<file path="src/rtl/seq_det_pkg.sv">
// Shared constants and helpers for the programmable serial pattern detector.
package seq_det_pkg;

    localparam logic OVL_ON  = 1'b1;
    localparam logic OVL_OFF = 1'b0;

    function automatic int fill_width(input int pat_w);
        return $clog2(pat_w + 1);
    endfunction

endpackage

</file>
<file path="src/rtl/seq_det_sat_cnt.sv">
// Saturating up-counter; a clear coinciding with an increment loads 1 so that event is kept.
module seq_det_sat_cnt #(
    parameter int CNT_W = 8
) (
    input  logic             clk,
    input  logic             reset,
    input  logic             inc,
    input  logic             clr,
    output logic [CNT_W-1:0] cnt
);

    logic [CNT_W-1:0] cnt_q;
    logic [CNT_W-1:0] cnt_d;

    always_comb begin
        cnt_d = cnt_q;
        if (clr) begin
            cnt_d = inc ? CNT_W'(1) : '0;
        end else if (inc && (cnt_q != '1)) begin
            cnt_d = cnt_q + 1'b1;
        end
    end

    always_ff @(posedge clk) begin
        if (reset) begin
            cnt_q <= '0;
        end else begin
            cnt_q <= cnt_d;
        end
    end

    assign cnt = cnt_q;

endmodule

</file>
<file path="src/rtl/seq_det_prog.sv">
// Programmable serial bit-pattern detector with a registered one-cycle match pulse.
// Defining SEQ_DET_CNT_EN adds the saturating match counter (match_cnt / cnt_clr).
module seq_det_prog
    import seq_det_pkg::*;
#(
    parameter int               PAT_W   = 4,
    parameter logic [PAT_W-1:0] DEF_PAT = 4'b1011,
    parameter logic             DEF_OVL = OVL_ON,
    parameter int               CNT_W   = 8
) (
    input  logic             clk,
    input  logic             reset,
    input  logic             din_valid,
    input  logic             din,
    input  logic             cfg_load,
    input  logic [PAT_W-1:0] cfg_pattern,
    input  logic             cfg_overlap,
    output logic             dout,
    output logic             busy_fill
`ifdef SEQ_DET_CNT_EN
    ,
    output logic [CNT_W-1:0] match_cnt,
    input  logic             cnt_clr
`endif
);

    localparam int            FW   = fill_width(PAT_W);
    localparam logic [FW-1:0] FULL = FW'(PAT_W);

    if (PAT_W < 2) begin : g_bad_pat_w
        $error("seq_det_prog: PAT_W must be at least 2");
    end
    if (CNT_W < 1) begin : g_bad_cnt_w
        $error("seq_det_prog: CNT_W must be at least 1");
    end

    logic [PAT_W-1:0] pat_q, pat_d;
    logic             ovl_q, ovl_d;
    // Only the newest PAT_W-1 bits are stored; the full window is formed with din.
    logic [PAT_W-2:0] hist_q, hist_d;
    logic [FW-1:0]    fill_q, fill_d;
    logic             dout_q, dout_d;
    logic             busy_q, busy_d;

    logic [PAT_W-1:0] hist_n;
    logic [FW-1:0]    fill_n;
    logic             hit;

    always_comb begin
        hist_n = {hist_q, din};
        fill_n = (fill_q == FULL) ? fill_q : fill_q + 1'b1;
        hit    = 1'b0;
        pat_d  = pat_q;
        ovl_d  = ovl_q;
        hist_d = hist_q;
        fill_d = fill_q;
        dout_d = 1'b0;
        if (cfg_load) begin
            pat_d  = cfg_pattern;
            ovl_d  = cfg_overlap;
            fill_d = '0;
        end else if (din_valid) begin
            hit    = (fill_n == FULL) && (hist_n == pat_q);
            hist_d = hist_n[PAT_W-2:0];
            dout_d = hit;
            fill_d = (hit && (ovl_q == OVL_OFF)) ? '0 : fill_n;
        end
        busy_d = (fill_d != FULL);
    end

    always_ff @(posedge clk) begin
        if (reset) begin
            pat_q  <= DEF_PAT;
            ovl_q  <= DEF_OVL;
            hist_q <= '0;
            fill_q <= '0;
            dout_q <= 1'b0;
            busy_q <= 1'b1;
        end else begin
            pat_q  <= pat_d;
            ovl_q  <= ovl_d;
            hist_q <= hist_d;
            fill_q <= fill_d;
            dout_q <= dout_d;
            busy_q <= busy_d;
        end
    end

    assign dout      = dout_q;
    assign busy_fill = busy_q;

`ifdef SEQ_DET_CNT_EN
    seq_det_sat_cnt #(
        .CNT_W(CNT_W)
    ) u_cnt (
        .clk  (clk),
        .reset(reset),
        .inc  (dout_d),
        .clr  (cnt_clr),
        .cnt  (match_cnt)
    );
`endif

endmodule
</file>
<file path="config.mk">
export PLATFORM = sky130hd
export DESIGN_NAME = seq_det_prog
export DESIGN_NICKNAME = d
export VERILOG_FILES = /design/src/rtl/seq_det_pkg.sv /design/src/rtl/seq_det_sat_cnt.sv /design/src/rtl/seq_det_prog.sv
export SDC_FILE = /design/constraint.sdc
export NUM_CORES = 1
export LEC_CHECK = 0
export CAP_MARGIN = 20
export CORE_MARGIN = 3
export CORE_UTILIZATION = 48
export DETAILED_ROUTE_END_ITERATION = 8
export PLACE_DENSITY_LB_ADDON = 0.2
export SYNTH_ARGS = -nofsm -noshare
export SYNTH_HDL_FRONTEND = slang
export SYNTH_HIERARCHICAL = 1
export SYNTH_SLANG_ARGS = --single-unit
</file>
<file path="constraint.sdc">
create_clock -name clk -period 2.05 [get_ports clk]
set_input_delay 0.3075 -clock clk [delete_from_list [all_inputs] [get_ports clk]]
set_output_delay 0.3075 -clock clk [all_outputs]
set_load 0.02 [all_outputs]
</file>
Word level (Yosys, flattened, before mapping). Cells that the tools add are included.

Register bits: 13. Input bits: 10. Output and inout port bits: 2. Logic and storage cells: 22.

Bitwise gates (word level): 3. Reduce and logical (&&, ||, !) cells: 4. Eq/ne operators: 4. Muxes and demuxes: 4. Add/subtract/negate cells: 1.

Operator list (number): 3-bit 2-to-1 mux (4); 3-bit == test, second input constant (2); 4-bit == test (1); 3-bit by 1-bit adder with 3-bit output, second input constant (1); 3-bit inequality test, second input constant (1); 1-bit NOT (3); 3-bit OR reduction (1); 1-bit logical AND (2); 2-bit AND reduction (1).

Logic depth before layout (Yosys ltp). Gate-level depths: netlist (run 1).

Depth in word-level cells: 9. Gate-level depth with buffers: 6. Depth with buffers taken out: 6.

Least setup slack after synthesis (run 1). Ideal clock, no wire load.

Kind: register -> register. Start point: register fill_q[0]. End point: register busy_q, in the netlist busy_fill. Stages on the path, launching flop included: 7. Slack: 0.488 ns. Clock period less this slack: 1.562 ns. Buffers on the path: 0. Arrival time: 1.440 ns. Library setup time: 0.122 ns. Data required time: 1.928 ns. Path through: dfxtp_1 -> inv_1 -> ha_1 -> and4b_1 -> or4_1 -> a41oi_2 -> o21ai_2.

Cells in the longest elaborated chain, start to end: 9. Elaborated cells between the ends (all ways): 10. Those cells by class: add/sub (1); eq/ne (3); mux (4); reduce/logical (2).

RTL lines: from (decl) (RTL line seq_det_prog.sv:41) `logic [FW-1:0] fill_q, fill_d;`; from (signal assigned) (RTL line seq_det_prog.sv:83) `fill_q <= fill_d;`; 3-bit by 1-bit adder with 3-bit output / 3-bit == test (equally long branches) (RTL line seq_det_prog.sv:51) `fill_n = (fill_q == FULL) ? fill_q : fill_q + 1'b1;`; 3-bit 2-to-1 mux (RTL line seq_det_prog.sv:51); 3-bit == test (RTL line seq_det_prog.sv:63) `hit = (fill_n == FULL) && (hist_n == pat_q);`; 1-bit logical AND (RTL line seq_det_prog.sv:63); 1-bit logical AND (RTL line seq_det_prog.sv:66) `fill_d = (hit && (ovl_q == OVL_OFF)) ? '0 : fill_n;`; 3-bit 2-to-1 mux (RTL line seq_det_prog.sv:66); 3-bit 2-to-1 mux * (RTL line seq_det_prog.sv:62) `end else if (din_valid) begin`; 3-bit 2-to-1 mux * (RTL line seq_det_prog.sv:58) `if (cfg_load) begin`; 3-bit inequality test * (RTL line seq_det_prog.sv:68) `busy_d = (fill_d != FULL);`; to (signal assigned) (RTL line seq_det_prog.sv:85) `busy_q <= busy_d;`; to (decl) (RTL line seq_det_prog.sv:43) `logic busy_q, busy_d;`.

Mark *: on every way between the ends. The rest lies on a longest branch, timed or not. A chain may end at the register's enable or synchronous reset.

Worst setup path after layout (run 1).
Start point: register fill_q[0]. End point: register dout_q, in the netlist dout.

Cells in the longest elaborated chain, start to end: 4. Elaborated cells between the ends (all ways): 5. Those cells by class: add/sub (1); eq/ne (2); mux (1); reduce/logical (1).

RTL lines: 3-bit by 1-bit adder with 3-bit output / 3-bit == test (equally long branches) (RTL line seq_det_prog.sv:51); 3-bit 2-to-1 mux * (RTL line seq_det_prog.sv:51); 3-bit == test * (RTL line seq_det_prog.sv:63); 1-bit logical AND * (RTL line seq_det_prog.sv:63); to (signal assigned) (RTL line seq_det_prog.sv:84) `dout_q <= dout_d;`; to (decl) (RTL line seq_det_prog.sv:42) `logic dout_q, dout_d;`.

Marked as above.

==> results.py, run 1 <==
metrics = {
    "final_layout": {
        "multiInputGateArea_sq_um": 323,
        "antenna-diode-count": 0,
        "fill_cells": 101,
        "final_nets": 94,
        "area_growth_pct": 25.0,
        "final-seq-area_sq_um": 260,
        "share_of_final_layout_standard_cells_stronger_than_drive_strength_1_pct": 11.1,
        "post_layout_instance_area_sq_um": 782,
    },
    "synthesis": {
        "ys_ff_latch": 13,
        "synth_top_cells_by_area": "dfxtp_1 42%, mux2i_1 13%, xor2_1 5.6%",
        "yosys.area.top_type": "dfxtp_1",
        "post_synth_instance_area_sq_um": 626,
        "synth.top_cell.area_share_pct": 41.6,
        "ys_warn_count": 6,
        "ys_types": 24,
        "postSynthNetCount": 78,
        "synth_sequential_area_ratio_pct": 41.6,
        "synthesis.instances": 66,
        "post_syn_area_per_cell_sq_um": 9.48,
    },
    "global_route": {
        "globalRouteOverflowTotal": 0,
        "grt_antenna_before_repair": 0,
        "grt_first_pass_wirelength_mm": 1.95,
        "gr-usage-all-layers_pct": 14.2,
        "vias_in_the_first_global_route": 466,
        "grt_start_max_net_pins": 9,
    },
    "critical_path": {
        "reg2reg_to": "dout",
        "crit_path_max_incr_delay_ps": 390,
        "reg2reg_path_depth": 6,
        "cpLargestDelayFamily": "compound AO/OA/AOI/OAI gates",
        "critical_path_class": "reg -> reg",
        "timing.critical_path.arrival_ps": 1900,
        "timing.critical_path.required_ps": 2230,
        "worst_r2r_startpoint": "fill_q[0]",
        "critical_path.n_buffers_inverters": 1,
        "critical_path.startpoint_type": "flip-flop",
        "critical_path.endpoint_type": "flip-flop",
        "ff2ff_setup_slack_ps": 330,
        "slowest_stage": "dfxtp_1",
        "timing.critical_path.fanout_max": 5,
        "path_cells": "inv_1, ha_1, a21bo_2, a211oi_1, nand2_1, a311oi_1",
    },
    "cts": {
        "htree_num_levels": 1,
        "post_cts_setup_inserts": 0,
        "cts_tree": "yes",
        "clkTransAtPathRegs_ps": 70,
        "max-clock-path-buffers": 2,
        "ctsHoldBuffers": 0,
        "ctsResizeCount": 0,
        "clock_buffers_created_by_tritoncts": 3,
        "clock_latency_late_sink_ps": 270,
        "clkSinkCount": 13,
        "cts.root.buffer_cell": "clkbuf_4",
    },
    "floorplan": {
        "starting_density_pct": 53.4,
        "die_w_um": 42.1,
        "design.die.area_sq_um": 1770,
        "io_pins": 12,
        "floorplan.core_area_sq_um": 1170,
        "row_count": 12,
        "chipHeight_um": 42.1,
    },
    "flow_run": {
        "max-cap-violations": 0,
    },
    "worst_hold_path": {
        "whs_path_depth": 2,
        "min_to": "pat_q[3]",
        "holdCritStartpoint": "pat_q[3]",
        "hp-class": "reg -> reg",
    },
    "placement": {
        "instance_area_after_placement_sq_um": 756,
        "gp_congestion": 0.749,
        "place_hpwl_um": 879,
        "io_buffer_count": 11,
    },
    "route": {
        "via_per_inst": 5.09,
        "routedWlPerCell_um": 11.3,
        "detail_route.first_pass.iterations": 2,
        "post_drt_antenna_nets": 0,
        "via_count": 484,
        "route.detailed.drc": 0,
        "drt-total-wl_mm": 1.07,
        "drt-initial-drc-count": 1,
    },
    "timing": {
        "finalHoldViolations": 0,
        "max_slew.worst_pin.slew_ps": 350,
        "fmax_mhz": 582,
        "post-route-period-util_pct": 83.9,
        "fin_tns_setup_ps": 0,
        "worst_clock_skew_ps": 1.68,
        "rsz0062_at_grt": "no",
        "worst_slew_margin_rel_pct": 76.5,
        "setup_viol": 0,
        "final_slew_violations": 0,
        "fin_worst_hold_slack_ps": 510,
        "finalCriticalPeriod_ps": 1720,
    },
    "power": {
        "pwr_density_cell_nw_per_um2": 623,
        "max-vdd-ir-drop_mv": 0.568,
        "leakagePower_uw": 0.000347,
    },
    "outcome": {
        "status": "finished, final reports clean",
    },
}
## area by class of cell
class                      instances  share of cell area (%)
multi-input combinational         44                    41.3
inverter                           6                    2.88
tap                               14                    2.24
sequential                        13                    33.3
clock buffer                       4                    3.36
timing repair buffer              14                    17.0
## tightest hold or removal path: stages (launching register included)
cell     delay (ps)
dfxtp_1         350
mux2i_1          70
nand2_1          60
## per-layer routing
| metal | up-vias | wire, um | global-route usage (%) | part of all wire (%) |
|---|---|---|---|---|
| li1 | 258 | - | - | - |
| met1 | 214 | 518 | 16.2 | 48 |
| met2 | 12 | 488 | 24.1 | 46 |
| met3 | 0 | 65 | 7.73 | 6.1 |
| met4 | 0 | 0 | 1.86 | 0 |
| met5 | - | 0 | 0 | 0 |
## logic make-up (layout without fill, tap and decap cells)
| kind of cell | count (synthesis) | count (layout) | share of synthesized area, % |
|---|---|---|---|
| compound gates | 9 | 9 | 12.2 |
| flops | 13 | 13 | 41.6 |
| fa+ha+maj | 2 | 2 | 4.00 |
| mux | 8 | 8 | 12.8 |
| buf+inv | 9 | 24 | 6.80 |
| xor+xnor | 5 | 5 | 7.00 |
| simple gates | 20 | 20 | 15.6 |
## report_power, final
group	switching, uW	internal (uW)
logic	28.6	37.7
clock network	77.9	75.3
registers	6.68	261
## worst max-delay path by stage
stage                   start        end  slack, ps  depth (start not counted)
global placement    din_valid  busy_fill        260                          5
floorplan           fill_q[0]  busy_fill        490                          6
detailed placement  din_valid  busy_fill        220                          5
global route        fill_q[0]       dout        190                          6
finish              fill_q[0]       dout        330                          6
CTS                 fill_q[0]       dout        340                          6
## layout by cell type, fill, tap and decap left out
master | synthesis | final
mux2i_1 | 8 | 8
xor2_1 | 4 | 4
nand3b_1 | 1 | 1
clkbuf_1 | 1 | 1
nor3_1 | 4 | 4
nand2_1 | 7 | 7
nor2_1 | 5 | 5
ha_1 | 2 | 2
xnor2_1 | 1 | 1
a41oi_2 | 1 | 1
o21ai_2 | 1 | 1
inv_1 | 6 | 6
clkbuf_4 | 0 | 3
o21ai_0 | 1 | 1
clkdlybuf4s50_1 | 0 | 11
or4_1 | 1 | 1
and4b_1 | 1 | 1
a311oi_1 | 1 | 1
a21bo_2 | 1 | 1
dfxtp_1 | 13 | 13
or2b_1 | 1 | 1
buf_4 | 0 | 3
a211oi_1 | 2 | 2
o211ai_1 | 1 | 1
a21oi_1 | 1 | 1
## state kept, by name, indices dropped and copies added (netlist names)
name       cells
pat_q          4
dout           1
ovl_q          1
busy_fill      1
fill_q         3
hist_q         3
## Yosys cell counts, drive strengths merged
| cell type | n |
|---|---|
| a211oi | 2 |
| a21bo | 1 |
| a21oi | 1 |
| a311oi | 1 |
| a41oi | 1 |
| and4b | 1 |
| buf | 2 |
| clkbuf | 1 |
| dfxtp | 13 |
| ha | 2 |
| inv | 6 |
| mux2i | 8 |
| nand2 | 7 |
| nand3b | 1 |
| nor2 | 5 |
| nor3 | 4 |
| o211ai | 1 |
| o21ai | 2 |
| or2b | 1 |
| or4 | 1 |
| xnor2 | 1 |
| xor2 | 4 |
## per-stage QoR
| step | setup slack, ps | util, % | total power, uW | cells |
|---|---|---|---|---|
| floorplan | 488 | - | 313 | 66 |
| global route | 193 | 66.8 | 513 | 95 |
| CTS | 338 | 66.8 | 491 | 95 |
| finish | 331 | 66.8 | 487 | 95 |
| global placement | 257 | 64.5 | 340 | 91 |
| detailed placement | 224 | 64.5 | 341 | 91 |
No activity file was read; power rests on OpenSTA's default activity.
==> run 2: changes to the inputs <==
--- a/config.mk
+++ b/config.mk
@@ -7,7 +7,7 @@
 export LEC_CHECK = 0
 export CAP_MARGIN = 20
 export CORE_MARGIN = 3
-export CORE_UTILIZATION = 48
+export CORE_UTILIZATION = 43
 export DETAILED_ROUTE_END_ITERATION = 8
 export PLACE_DENSITY_LB_ADDON = 0.2
 export SYNTH_ARGS = -nofsm -noshare
==> constraint.sdc (replaced) <==
create_clock -name clk -period 1.4 [get_ports clk]
set_input_delay 0.21 -clock clk [delete_from_list [all_inputs] [get_ports clk]]
set_output_delay 0.21 -clock clk [all_outputs]
set_load 0.02 [all_outputs]
==> results.py, run 2 (synthesis gave the netlist of run 1 again) <==
metrics = {
    "outcome": {
        "status": "complete, but fails checks",
        "violations": "negative setup slack",
    },
    "critical_path": {
        "timing.critical_path.fanout_max": 4,
        "critical_path.startpoint_type": "flip-flop",
        "reg2reg_path_depth": 5,
        "timing.critical_path.arrival_ps": 1660,
        "timing.critical_path.required_ps": 1570,
        "critical_path_class": "reg -> reg",
        "critical_path.endpoint_type": "flip-flop",
    },
    "power": {
        "leakagePower_uw": 0.000396,
        "pwr_density_cell_nw_per_um2": 836,
        "max-vdd-ir-drop_mv": 0.541,
    },
    "floorplan": {
        "starting_density_pct": 46.9,
        "row_count": 13,
        "io_pins": 12,
        "floorplan.core_area_sq_um": 1330,
        "chipHeight_um": 44.1,
        "design.die.area_sq_um": 1950,
        "die_w_um": 44.1,
    },
    "timing": {
        "fin_tns_setup_ps": -95.7,
        "finalCriticalPeriod_ps": 1500,
        "finalHoldViolations": 0,
        "worst_clock_skew_ps": 8.81,
        "max_slew.worst_pin.slew_ps": 266,
        "final_slew_violations": 0,
        "fmax_mhz": 669,
        "setup_viol": 2,
        "worst_slew_margin_rel_pct": 82.1,
        "postLayoutSetupSlackWorst_ps": -95.2,
        "rsz0062_at_grt": "yes",
        "post-route-period-util_pct": 107,
    },
    "global_route": {
        "globalRouteOverflowTotal": 0,
        "grt_antenna_before_repair": 0,
        "grt_start_max_net_pins": 10,
        "gr-usage-all-layers_pct": 14.6,
        "vias_in_the_first_global_route": 503,
        "grt_first_pass_wirelength_mm": 2.07,
    },
    "route": {
        "route.detailed.drc": 0,
        "detail_route.first_pass.iterations": 4,
        "via_count": 523,
        "drt-initial-drc-count": 7,
        "routedWlPerCell_um": 11.0,
        "post_drt_antenna_nets": 0,
        "via_per_inst": 4.98,
        "drt-total-wl_mm": 1.16,
    },
    "final_layout": {
        "most-common-layout-cells": "12 x buf_4, 11 x dfxtp_1, 9 x clkdlybuf4s50_1, 8 x mux2i_1, 7 x nand2_1",
        "final_nets": 103,
        "number_of_flip_flops_under_the_largest_register_name": 4,
        "fill_cells": 125,
        "largest_registers": "pat_q: 4 flops, fill_q: 3 flops, hist_q: 3 flops",
        "antenna-diode-count": 0,
        "largest_register": "pat_q",
        "multiInputGateArea_sq_um": 347,
        "share_of_final_layout_standard_cells_stronger_than_drive_strength_1_pct": 28.9,
        "final_common_cell": "buf_4",
        "utilization_pct": 65.8,
        "final-seq-area_sq_um": 265,
        "area_growth_pct": 40.2,
    },
    "placement": {
        "gp_congestion": 0.730,
        "place_hpwl_um": 924,
        "io_buffer_count": 11,
        "detailedPlace.worstSlack_ps": -305,
    },
    "flow_run": {
        "max-cap-violations": 0,
    },
    "worst_hold_path": {
        "whs_path_depth": 2,
        "hp-class": "reg -> reg",
    },
    "cts": {
        "ctsHoldBuffers": 0,
        "clock_latency_late_sink_ps": 270,
        "clock_buffers_created_by_tritoncts": 3,
        "cts_tree": "yes",
        "clkTransAtPathRegs_ps": 80,
        "max-clock-path-buffers": 2,
        "htree_num_levels": 1,
        "cts.root.buffer_cell": "clkbuf_4",
        "clkSinkCount": 13,
    },
}
[run 2: metrics by stage]
stage                     power [uW]  std cells  hold WS [ps]  instance area (sq um)
after floorplan                  464         66           338                    646
after global placement           519        100           479                    837
after detailed placement         520        100           482                    837
after CTS                        750        105           505                    871
after global routing             776        105           519                    877
final                            733        105           497                    877
[run 2: timing repair]
action,in CTS,in global routing
gates cloned,0,0
endpoints found under the setup margin,5,3
endpoints found under the hold margin,0,0
pin swaps,3,1
setup buffers,1,0
gates resized for setup,4,2
[run 2: path summary, 6_finish.rpt]
kind	from	end	slack, ps
worst max-delay path	fill_q[1]	busy_fill	-100
worst min-delay path	pat_q[0]	pat_q[0]	500
worst max register to register	fill_q[1]	busy_fill	-100
worst min register to register	pat_q[0]	pat_q[0]	500
[run 2: critical path, stage by stage (launching register included)]
cell and delay [ps]:
dfxtp_4 360, ha_2 190, and4b_1 180, or4_4 410, a41oi_2 190, o21ai_2 70
[run 2: power by group]
part	internal [uW]	total [uW]	switching, uW
Clock	110	221	111
Sequential	381	391	9.22
Combinational	72.2	121	49.1
[run 2: layer usage]
metal  track usage (%)  part of all wire, %
met3              7.32                  7.2
met5                 0                    0
met1              18.5                   49
met2              22.1                   44
met4              3.61                    0
[run 2: final cells by class]
type	instances	share of cell area, %
clock buffer	4	3.00
tap	15	2.14
timing repair buffer	23	22.5
sequential	13	30.2
inverter	6	2.57
multi-input combinational	44	39.5
==> run 3: changes to the inputs <==
--- a/config.mk
+++ b/config.mk
@@ -12,5 +12,4 @@
 export PLACE_DENSITY_LB_ADDON = 0.2
 export SYNTH_ARGS = -nofsm -noshare
 export SYNTH_HDL_FRONTEND = slang
-export SYNTH_HIERARCHICAL = 1
 export SYNTH_SLANG_ARGS = --single-unit
==> results of run 3 <==
No change in the layout: final DEF, timing and power equal those of run 2.
Main changes from that run: Yosys warning count 6 -> 0
